--- src/rtl/counter_mod_n.sv ---
// Modulo-N up/down counter with synchronous clamped load, count enable,
// combinational terminal count and a sticky one-shot completion flag.
`timescale 1ns/1ps
module counter_mod_n #(
    parameter int unsigned WIDTH     = 4,
    parameter int unsigned MODULUS   = 10,
    parameter int unsigned RESET_VAL = 0
) (
    input  logic             Clk,
    input  logic             Reset,
    input  logic             En,
    input  logic             Up,
    input  logic             Load,
    input  logic [WIDTH-1:0] Din,
    input  logic             OneShot,
    output logic [WIDTH-1:0] Count,
    output logic             Tc,
    output logic             Done
);

    localparam logic [WIDTH-1:0] LAST = WIDTH'(MODULUS - 1);
    localparam logic [WIDTH-1:0] RST  = WIDTH'(RESET_VAL);

    logic [WIDTH-1:0] count_q, count_d;
    logic             done_q, done_d;
    logic [WIDTH-1:0] term;
    logic [WIDTH-1:0] cur;
    logic [WIDTH-1:0] step;
    logic [WIDTH-1:0] load_val;

    always_comb begin
        term     = Up ? LAST : '0;
        // An out-of-range value steps as if it were the last legal state.
        cur      = (count_q > LAST) ? LAST : count_q;
        load_val = (Din > LAST) ? LAST : Din;
        if (Up) begin
            step = (cur == LAST) ? '0 : cur + WIDTH'(1);
        end else begin
            step = (cur == '0) ? LAST : cur - WIDTH'(1);
        end
    end

    always_comb begin
        count_d = count_q;
        done_d  = done_q;
        if (Load) begin
            count_d = load_val;
            done_d  = 1'b0;
        end else if (!OneShot) begin
            // Leaving one-shot mode clears Done and resumes counting on the same edge.
            done_d = 1'b0;
            if (En) begin
                count_d = step;
            end
        end else if (En && !done_q) begin
            if (cur == term) begin
                done_d = 1'b1;
            end else begin
                count_d = step;
            end
        end
    end

    always_ff @(posedge Clk) begin
        if (Reset) begin
            count_q <= RST;
            done_q  <= 1'b0;
        end else begin
            count_q <= count_d;
            done_q  <= done_d;
        end
    end

    assign Count = count_q;
    assign Done  = done_q;
    assign Tc    = En & ~done_q & (count_q == term);

endmodule

--- config.mk ---
export PLATFORM = sky130hd
export DESIGN_NAME = counter_mod_n
export DESIGN_NICKNAME = d
export VERILOG_FILES = /design/src/rtl/counter_mod_n.sv
export SDC_FILE = /design/constraint.sdc
export NUM_CORES = 1
export LEC_CHECK = 0
export BUFFER_PORTS_ARGS = -buffer_cell sky130_fd_sc_hd__buf_2
export CAP_MARGIN = 20
export CORE_AREA = 5 5 42 44
export CTS_BUF_LIST = sky130_fd_sc_hd__clkbuf_16
export CTS_CLUSTER_SIZE = 8
export DETAILED_ROUTE_END_ITERATION = 10
export DIE_AREA = 0 0 47 49
export PLACE_DENSITY = 0.72
export SLEW_MARGIN = 20
export SYNTH_ARGS = -nofsm -noshare
export SYNTH_HDL_FRONTEND = slang
export SYNTH_SLANG_ARGS = --single-unit
--- constraint.sdc ---
create_clock -name Clk -period 3.2 [get_ports Clk]
set_clock_uncertainty 0.1 [all_clocks]
set_input_delay 0.32 -clock Clk [delete_from_list [all_inputs] [get_ports Clk]]
set_output_delay 0.32 -clock Clk [all_outputs]
set_load 0.01 [all_outputs]
# --- Yosys cells after proc, flatten, opt, wreduce, memory -nomap -nowiden ---
# Index checks and enable logic that the tools add are counted.
classes:
  addsub: 2
  n_mul: 0
  div_mod_pow: 0
  order_cmp: 2
  n_eq_ne: 5
  shift: 0
  n_mux: 11
  n_bitwise: 4
  reduce_logical: 7
op_table:
  columns: ["op", "n"]
  rows:
  - ["$mux W4", 11]
  - ["$eq A4 B4 Y1", 2]
  - ["$gt A4 B4 Y1 const B", 2]
  - ["$add A4 B1 Y4 const B", 1]
  - ["$eq A4 B4 Y1 const B", 1]
  - ["$logic_not A4 Y1", 1]
  - ["$sub A4 B1 Y4 const B", 1]
  - ["$ne A3 B2 Y1 const B", 1]
  - ["$ne A3 B3 Y1 const B", 1]
  - ["$reduce_and A3 Y1", 1]
  - ["$reduce_bool A3 Y1", 1]
  - ["$reduce_or A3 Y1", 1]
  - ["$and A1 B1 Y1", 2]
  - ["$not A1 Y1", 2]
  - ["$reduce_and A2 Y1", 1]
  - ["$logic_and A1 B1 Y1", 1]
  - ["$logic_not A1 Y1", 1]
totals:
  register_bits: 5
  latchBits: 0
  mem_bits_rw: 0
  mem_bits_ro: 0
  out_inout_bits: 6
  elab_cells: 33
  memories: 0

# --- Longest topological paths before layout ---
# Gate-level depths: netlist of the first run.
logic_depth:
  word_depth: 9
  ltp_mapped: 5

# --- Worst setup path before layout of the first run ---
# Ideal clock, no wire load.
synth_path:
  path_kind: "reg2reg"
  start: "reg count_q[2] (netlist: Count[2])"
  end: "reg count_q[1] (netlist: Count[1])"
  arrival_ns: 1.659
  required_ns: 2.997
  setup_slack_ns: 1.338
  path_stages_with_launch: 6
  path_buffers: 1
  period_less_slack_ns: 1.862
  path_cell_list: "dfxtp_1 buf_6 or3_4 mux2_4 o21a_1 a2111oi_2"
synth_via:
  elab_chain_cells: 9
synth_lines:
  columns: ["element", "line_no", "text"]
  rows:
  - ["from (decl)", "24", "logic [WIDTH-1:0] count_q, count_d;"]
  - ["from (signal assigned)", "69", "count_q <= count_d;"]
  - ["$gt A4 B4 Y1", "34", "cur = (count_q > LAST) ? LAST : count_q;"]
  - ["$mux W4 (*)", "34", null]
  - ["$sub A4 B1 Y4 (tied with other cells)", "39", "step = (cur == '0) ? LAST : cur - WIDTH'(1);"]
  - ["$mux W4 (on tied branches)", "39, 37", null]
  - ["$mux W4", "36", "if (Up) begin"]
  - ["$mux W4", "56", "if (cur == term) begin"]
  - ["$mux W4", "55", "end else if (En && !done_q) begin"]
  - ["$mux W4", "49", "end else if (!OneShot) begin"]
  - ["$mux W4", "46", "if (Load) begin"]
# Mark *: on every way between the ends. The rest lies on a longest branch, timed or not. The select of a mux whose other input is x is not followed.
# A chain may end at the register's enable or synchronous reset.

# --- Final worst setup path of the first run ---
layout_path:
  start: "reg count_q[0] (netlist: Count[0])"
  end: "reg count_q[1] (netlist: Count[1])"
# Same word-level chain as after synthesis.

==> out/summary.txt, run 1 <==
CTS buffer count -> 3
RSZ-0062 raised after global routing -> no
Synth area leader -> dfxtp_1
Most used DFF post-synth -> dfxtp_1
Min Tclk post-route -> 1.94 ns
Slew headroom -> 70.1%
Starting Density -> 35.1%
Inserted Diodes -> 0
IO Port Bufs -> 15
Synth top area cells -> dfxtp_1, a2111oi_2, nor2_1
Num ports -> 16
EDFF count, synth -> 0
R2R depth -> 4
Peak VDD IR -> 0.000385 V
Total GRT Usage -> 12.7%
Sum Neg Setup Slack -> 0 ns
Final Instance Area -> 639 sq um
Register-to-register setup slack -> 1.26 ns
Seq/Total Area, Yosys -> 20.4%
Total Nets Final -> 90
Hold_buf cts -> 0
Clock Path Buffers -> 2
Initial antenna violation count -> 0
Reg2Reg Launch Point -> Count[0]
CP required -> 3.22 ns
Largest net degree at the start of global routing -> 15
FP Rows -> 14
Crit start category -> register
Final wirelength -> 1300 um
CTS H-tree lvls -> 1
Max stage delay on crit path -> 0.44 ns
Post-Syn Area -> 492 sq um
Worst path depth -> 4
Slew @ Worst Pin -> 0.449 ns
Vias/cell -> 5.67
Setup Fix Bufs, Post-CTS -> 0
Post-synth top cells -> nor2_1, a21oi_1, dfxtp_1
Area growth, synth to finish -> 30.0%
Initial DRC count -> 18
CP top delay family -> compound AO/OA/AOI/OAI gates
DR DRC count -> 0
Post-synth top area share -> 20.4%
ANT nets after route -> 0
Max Cap Viol -> 0
Clock Sinks -> 5
WL/cell -> 13.7 um
GRT overflow -> 0
Status -> complete, no violations
Dpl cell area -> 561 sq um
Cells after synthesis -> 65
Detailed placer's ending HPWL -> 905 um
Setup violators final -> 0
Async SR Flop Fraction -> 0%
PD cells -> 581 nW/um^2
Die Area -> 2300 sq um
CTS tree -> yes
Final Max Tran Viols -> 0
Die Wd -> 47 um
Clk_lat worst skew -> 0.23 ns
First drt pass iteration count -> 3
CP Data Arrival Time -> 1.96 ns
Warning count from the yosys run -> 0
First-pass GRT wire length -> 2150 um
Core area -> 1400 sq um
Critical path endpoint category -> register
Hold Vio Cnt, Final -> 0
Post-synth cell types -> 33
Final GP Congestion -> 0.807
Count leader, synth -> nor2_1
Die Ht -> 49 um
Leakage power -> 0.270 nW
Fmax achieved -> 0.515 GHz
Vias post-DR -> 539
R2R Path End -> Count[1]
Share of layout cells above drive strength 1 -> 30.4%
Root Buffer -> clkbuf_16
Mapped Avg Cell Area -> 7.56 sq um
Final Cycle Share -> 60.6%
Worst Hold Class -> input pin to register
CTS clk-pin slew, worst paths -> 0.03 ns
PostCTS Resize Cnt -> 0
Crit path max fanout -> 13
CP Class -> register to register
Setup crit end -> Count[1]
Flops & latches, synth -> 5
Net Count, Synth -> 75
Vias in the first global route -> 473
CP Launch Point -> Count[0]
Worst path bufs/invs -> 0
Crit-path cells -> or3_4 -> mux2_4 -> o21a_1 -> a2111oi_2
Worst path slowest cell -> or3_4
sequential cells by signal, indices dropped and copies added (netlist names):
name and cells:
Count 4, Done 1
placed cells by master (no fill, tap or decap), drive strengths merged, types with 2 or more instances in the layout:
cell type	instances
or3	2
mux2i	2
buf	15
nand3	3
a2111oi	2
a21oi	5
nor3	2
nand2b	4
nand2	3
inv	4
o21a	2
clkbuf	3
nor2	7
o21ai	4
dfxtp	5
logic make-up after synthesis:
kind of cell           count (synthesis)  share of synthesized area [%]
AND/OR/NAND/NOR                       27                           30.8
AO/OA/AOI/OAI                         21                           32.3
buffers and inverters                  8                           7.63
flip-flops                             5                           20.4
multiplexers                           3                           7.12
XOR/XNOR                               1                           1.78
worst min-delay path by stage:
| stage | endpoint | slack [ns] | start | depth (start not counted) |
|---|---|---|---|---|
| 6_report | Count[2] | 0.27 | Reset | 2 |
| 2_1_floorplan | Count[1] | 0.29 | Reset | 1 |
| 4_1_cts | Count[2] | 0.26 | Reset | 2 |
| 5_1_grt | Count[2] | 0.28 | Reset | 2 |
| 3_5_place_dp | Done | 0.41 | Done | 1 |
| 3_3_place_gp | Done | 0.40 | Done | 1 |
area by class of cell:
class                   count  area, sq um
fillers                   148          762
multi-input cells          52          354
flip-flops and latches      5          100
clock buffers               3         75.1
repair buffers             15         75.1
well taps                  16         20.0
inverters                   3         11.3
clock inverters             1         3.75
power by group:
part / switching (mW) / total [mW] / internal [mW]
Clock: 0.0441 / 0.206 / 0.162
Sequential: 0.0174 / 0.0863 / 0.0689
Combinational: 0.0392 / 0.0789 / 0.0398
through the flow:
step                setup WS, ns  instances  utilization, %  total power, mW  hold WS [ns]
global route                1.16         95            45.6            0.390         0.280
floorplan                   1.34         65               -            0.143         0.289
global placement            1.35         91            40.0            0.162         0.398
detailed placement          1.31         91            40.0            0.164         0.414
CTS                         1.25         95            45.6            0.373         0.259
finish                      1.26         95            45.6            0.371         0.267
per-layer routing:
metal  up-vias  GRT usage (%)  wire length [um]
met3         5           2.58                51
met2        15           18.6               635
met1       250           16.2               577
met4         0           8.29                34
met5         -              0                 0
li1        269              -                 -
Note: power is estimated with default switching activity, not from simulation.
==> run 2, diff against run 1 <==
--- a/config.mk
+++ b/config.mk
@@ -5,14 +5,15 @@
 export SDC_FILE = /design/constraint.sdc
 export NUM_CORES = 1
 export LEC_CHECK = 0
+export ABC_AREA = 1
 export BUFFER_PORTS_ARGS = -buffer_cell sky130_fd_sc_hd__buf_2
 export CAP_MARGIN = 20
-export CORE_AREA = 5 5 42 44
+export CORE_MARGIN = 5
+export CORE_UTILIZATION = 39
 export CTS_BUF_LIST = sky130_fd_sc_hd__clkbuf_16
 export CTS_CLUSTER_SIZE = 8
 export DETAILED_ROUTE_END_ITERATION = 10
-export DIE_AREA = 0 0 47 49
-export PLACE_DENSITY = 0.72
+export PLACE_DENSITY = 0.75
 export SLEW_MARGIN = 20
 export SYNTH_ARGS = -nofsm -noshare
 export SYNTH_HDL_FRONTEND = slang
==> constraint.sdc (replaced) <==
create_clock -name Clk -period 2 [get_ports Clk]
set_clock_uncertainty 0.1 [all_clocks]
set_input_delay 0.2 -clock Clk [delete_from_list [all_inputs] [get_ports Clk]]
set_output_delay 0.2 -clock Clk [all_outputs]
set_load 0.01 [all_outputs]
==> run 2 against run 1 <==
Effect of this change:
- register-to-register slack lost 0.75 ns
- critical path type is now register to output pin
- global-route usage increased by 2.1 points
- final area up 6.7%
- sequential cell count stayed put
- largest cell class unchanged
- non-clock buffer count stayed put
- routed wire length rose by 9.2%
- final cell count rose by 26%
==> out/summary.txt, run 2 <==
Status -> complete, no violations
Fmax achieved -> 0.636 GHz
Final Instance Area -> 682 sq um (+6.7%)
Warning count from the yosys run -> 0 (unchanged)
Initial DRC count -> 4 (-14)
PostCTS Resize Cnt -> 0 (unchanged)
Starting Density -> 40.1% (+5.0 points)
Hold Vio Cnt, Final -> 0 (unchanged)
Area growth, synth to finish -> 33.9%
FP Rows -> 13 (-1)
Hold_buf cts -> 0 (unchanged)
Flops & latches, synth -> 5 (unchanged)
Seq/Total Area, Yosys -> 19.7% (-0.70 points)
Clock Path Buffers -> 2 (unchanged)
ANT nets after route -> 0 (unchanged)
CP top delay family -> flip-flops
CTS buffer count -> 3 (unchanged)
Crit-path cells -> inv_2 -> nand2_1 -> nand2_1 -> nand2_1 -> nor4_1 -> buf_2
First drt pass iteration count -> 4 (+1)
CTS tree -> yes
Max Cap Viol -> 0 (unchanged)
Total GRT Usage -> 14.8% (+2.1 points)
Net Count, Synth -> 96 (+28%)
Clock Sinks -> 5 (unchanged)
Vias in the first global route -> 564 (+19%)
Initial antenna violation count -> 0 (unchanged)
Worst Hold Class -> input pin to register
Slew headroom -> 71.7% (+1.7 points)
Largest net degree at the start of global routing -> 9 (-6)
Hold WS -> 0.0446 ns (-0.222 ns)
Die Ht -> 46.1 um (-5.8%)
Num ports -> 16 (unchanged)
Final GP Congestion -> 0.881 (+9.1%)
Inserted Diodes -> 0 (unchanged)
Min Tclk post-route -> 1.57 ns
Crit start category -> register
Critical path endpoint category -> output pin
Vias post-DR -> 608 (+13%)
Most used cell, CP -> nand2_1
CTS H-tree lvls -> 1 (unchanged)
Post-synth top cells -> nand2_1, nand3_1, a21oi_1, inv_1, inv_2
Dpl cell area -> 603 sq um (+7.6%)
Root Buffer -> clkbuf_16
Reg area -> 100 sq um (unchanged)
Post-synth top area share -> 19.7% (-0.70 points)
Detailed placer's ending HPWL -> 1120 um (+24%)
CP required -> 1.70 ns (-1.52 ns)
CTS clk-pin slew, worst paths -> 0.03 ns (about the same)
Slew @ Worst Pin -> 0.424 ns (-0.0243 ns)
First-pass GRT wire length -> 2240 um (+4.2%)
Cells after synthesis -> 86 (+32%)
Sum Neg Setup Slack -> 0 ns (unchanged)
Worst path bufs/invs -> 2 (+2)
Commonest non-fill, non-tap cell in the layout -> nand2_1
Power Total -> 0.620 mW (+67%)
Post-Syn Area -> 509 sq um (+3.6%)
Count leader, synth -> nand2_1
RSZ-0062 raised after global routing -> no
Post-synth cell types -> 20 (-39%)
Setup violators final -> 0 (unchanged)
Core area -> 1270 sq um (-9.5%)
Leakage power -> 0.374 nW (+39%)
Multi-input gate area -> 355 sq um (+0.35%)
Most used DFF post-synth -> dfxtp_1
Post-layout util -> 53.7% (+8.1 points)
CP Class -> register to output pin
Clk_lat worst skew -> 0.23 ns (about the same)
Setup Fix Bufs, Post-CTS -> 0 (unchanged)
EDFF count, synth -> 0 (unchanged)
GRT overflow -> 0 (unchanged)
PD cells -> 909 nW/um^2 (+56%)
Die Area -> 2130 sq um (-7.6%)
Filler instances -> 125 (-16%)
Final wirelength -> 1420 um (+9.2%)
Synth area leader -> dfxtp_1
Max stage delay on crit path -> 0.36 ns (-0.08 ns)
Worst path slowest cell -> dfxtp_1
Largest register FFs -> 4 (unchanged)
DR DRC count -> 0 (unchanged)
IO Port Bufs -> 15 (unchanged)
Crit path max fanout -> 8 (-5)
Synth top area cells -> dfxtp_1, nand2_1, nand3_1
Final Max Tran Viols -> 0 (unchanged)
Total Nets Final -> 116 (+29%)
Mapped Avg Cell Area -> 5.92 sq um (-22%)
Peak VDD IR -> 0.000604 V (+57%)
WL/cell -> 11.8 um (-14%)
CP Data Arrival Time -> 1.27 ns (-0.69 ns)
Vias/cell -> 5.07 (-11%)
Most frequent cells in the layout -> nand2_1, buf_2, nand3_1
Async SR Flop Fraction -> 0% (unchanged)
Die Wd -> 46.1 um (-1.8%)
Final Cycle Share -> 78.7%
Share of layout cells above drive strength 1 -> 32.4% (+2.0 points)
[run 2: changes by cell type after synthesis, sizes merged, moves of 2 or more]
cell | before | now
o21ai | 4 | 6
clkbuf | 4 | 0
or3 | 2 | 0
nor3 | 2 | 0
mux2i | 2 | 0
inv | 3 | 13
nand3 | 3 | 12
a2111oi | 2 | 0
nand2 | 3 | 30
a21oi | 5 | 8
nand2b | 4 | 0
o21a | 2 | 0
[run 2: kinds of logic after synthesis]
logic type | after synthesis | synth area share, %
AND/OR/NAND/NOR | 51 | 51.4
buffers and inverters | 14 | 10.6
flip-flops | 5 | 19.7
XOR/XNOR | 1 | 1.72
AO/OA/AOI/OAI | 15 | 16.7
[run 2: stage by stage]
step / cells / setup slack, ns
global placement: 116 / 0.577
global route: 120 / 0.332
detailed placement: 116 / 0.517
finish: 120 / 0.427
floorplan: 86 / 0.629
CTS: 120 / 0.434
[run 2: cell type report]
cell class | count | area share, %
Inverter | 14 | 7.89
Clock buffer | 3 | 11.0
Tap cell | 15 | 2.75
Timing Repair Buffer | 15 | 11.0
Sequential cell | 5 | 14.7
Clock inverter | 1 | 0.550
Multi-Input combinational cell | 67 | 52.1
[run 2: final timing paths]
check | endpoint | slack [ns] | depth (start not counted) | startpoint
worst min register to register | Done | 0.39 | 2 | Done
worst min-delay path | Count[0] | 0.04 | 2 | Reset
worst max register to register | Count[3] | 0.51 | 11 | Count[3]
worst max-delay path | Tc | 0.43 | 6 | Count[3]
[run 2: metal layers]
layer | share of wire [%] | GRT usage (%)
met1 | 42 | 17.0
met2 | 49 | 23.9
met3 | 6.7 | 3.13
met4 | 2.0 | 10.8
met5 | 0 | 0
[run 2: report_power, final]
part | switching (mW) | total (mW) | internal, mW
clock network | 0.0725 | 0.332 | 0.260
logic | 0.0985 | 0.160 | 0.0613
registers | 0.0187 | 0.128 | 0.109
total | 0.190 | 0.620 | 0.430
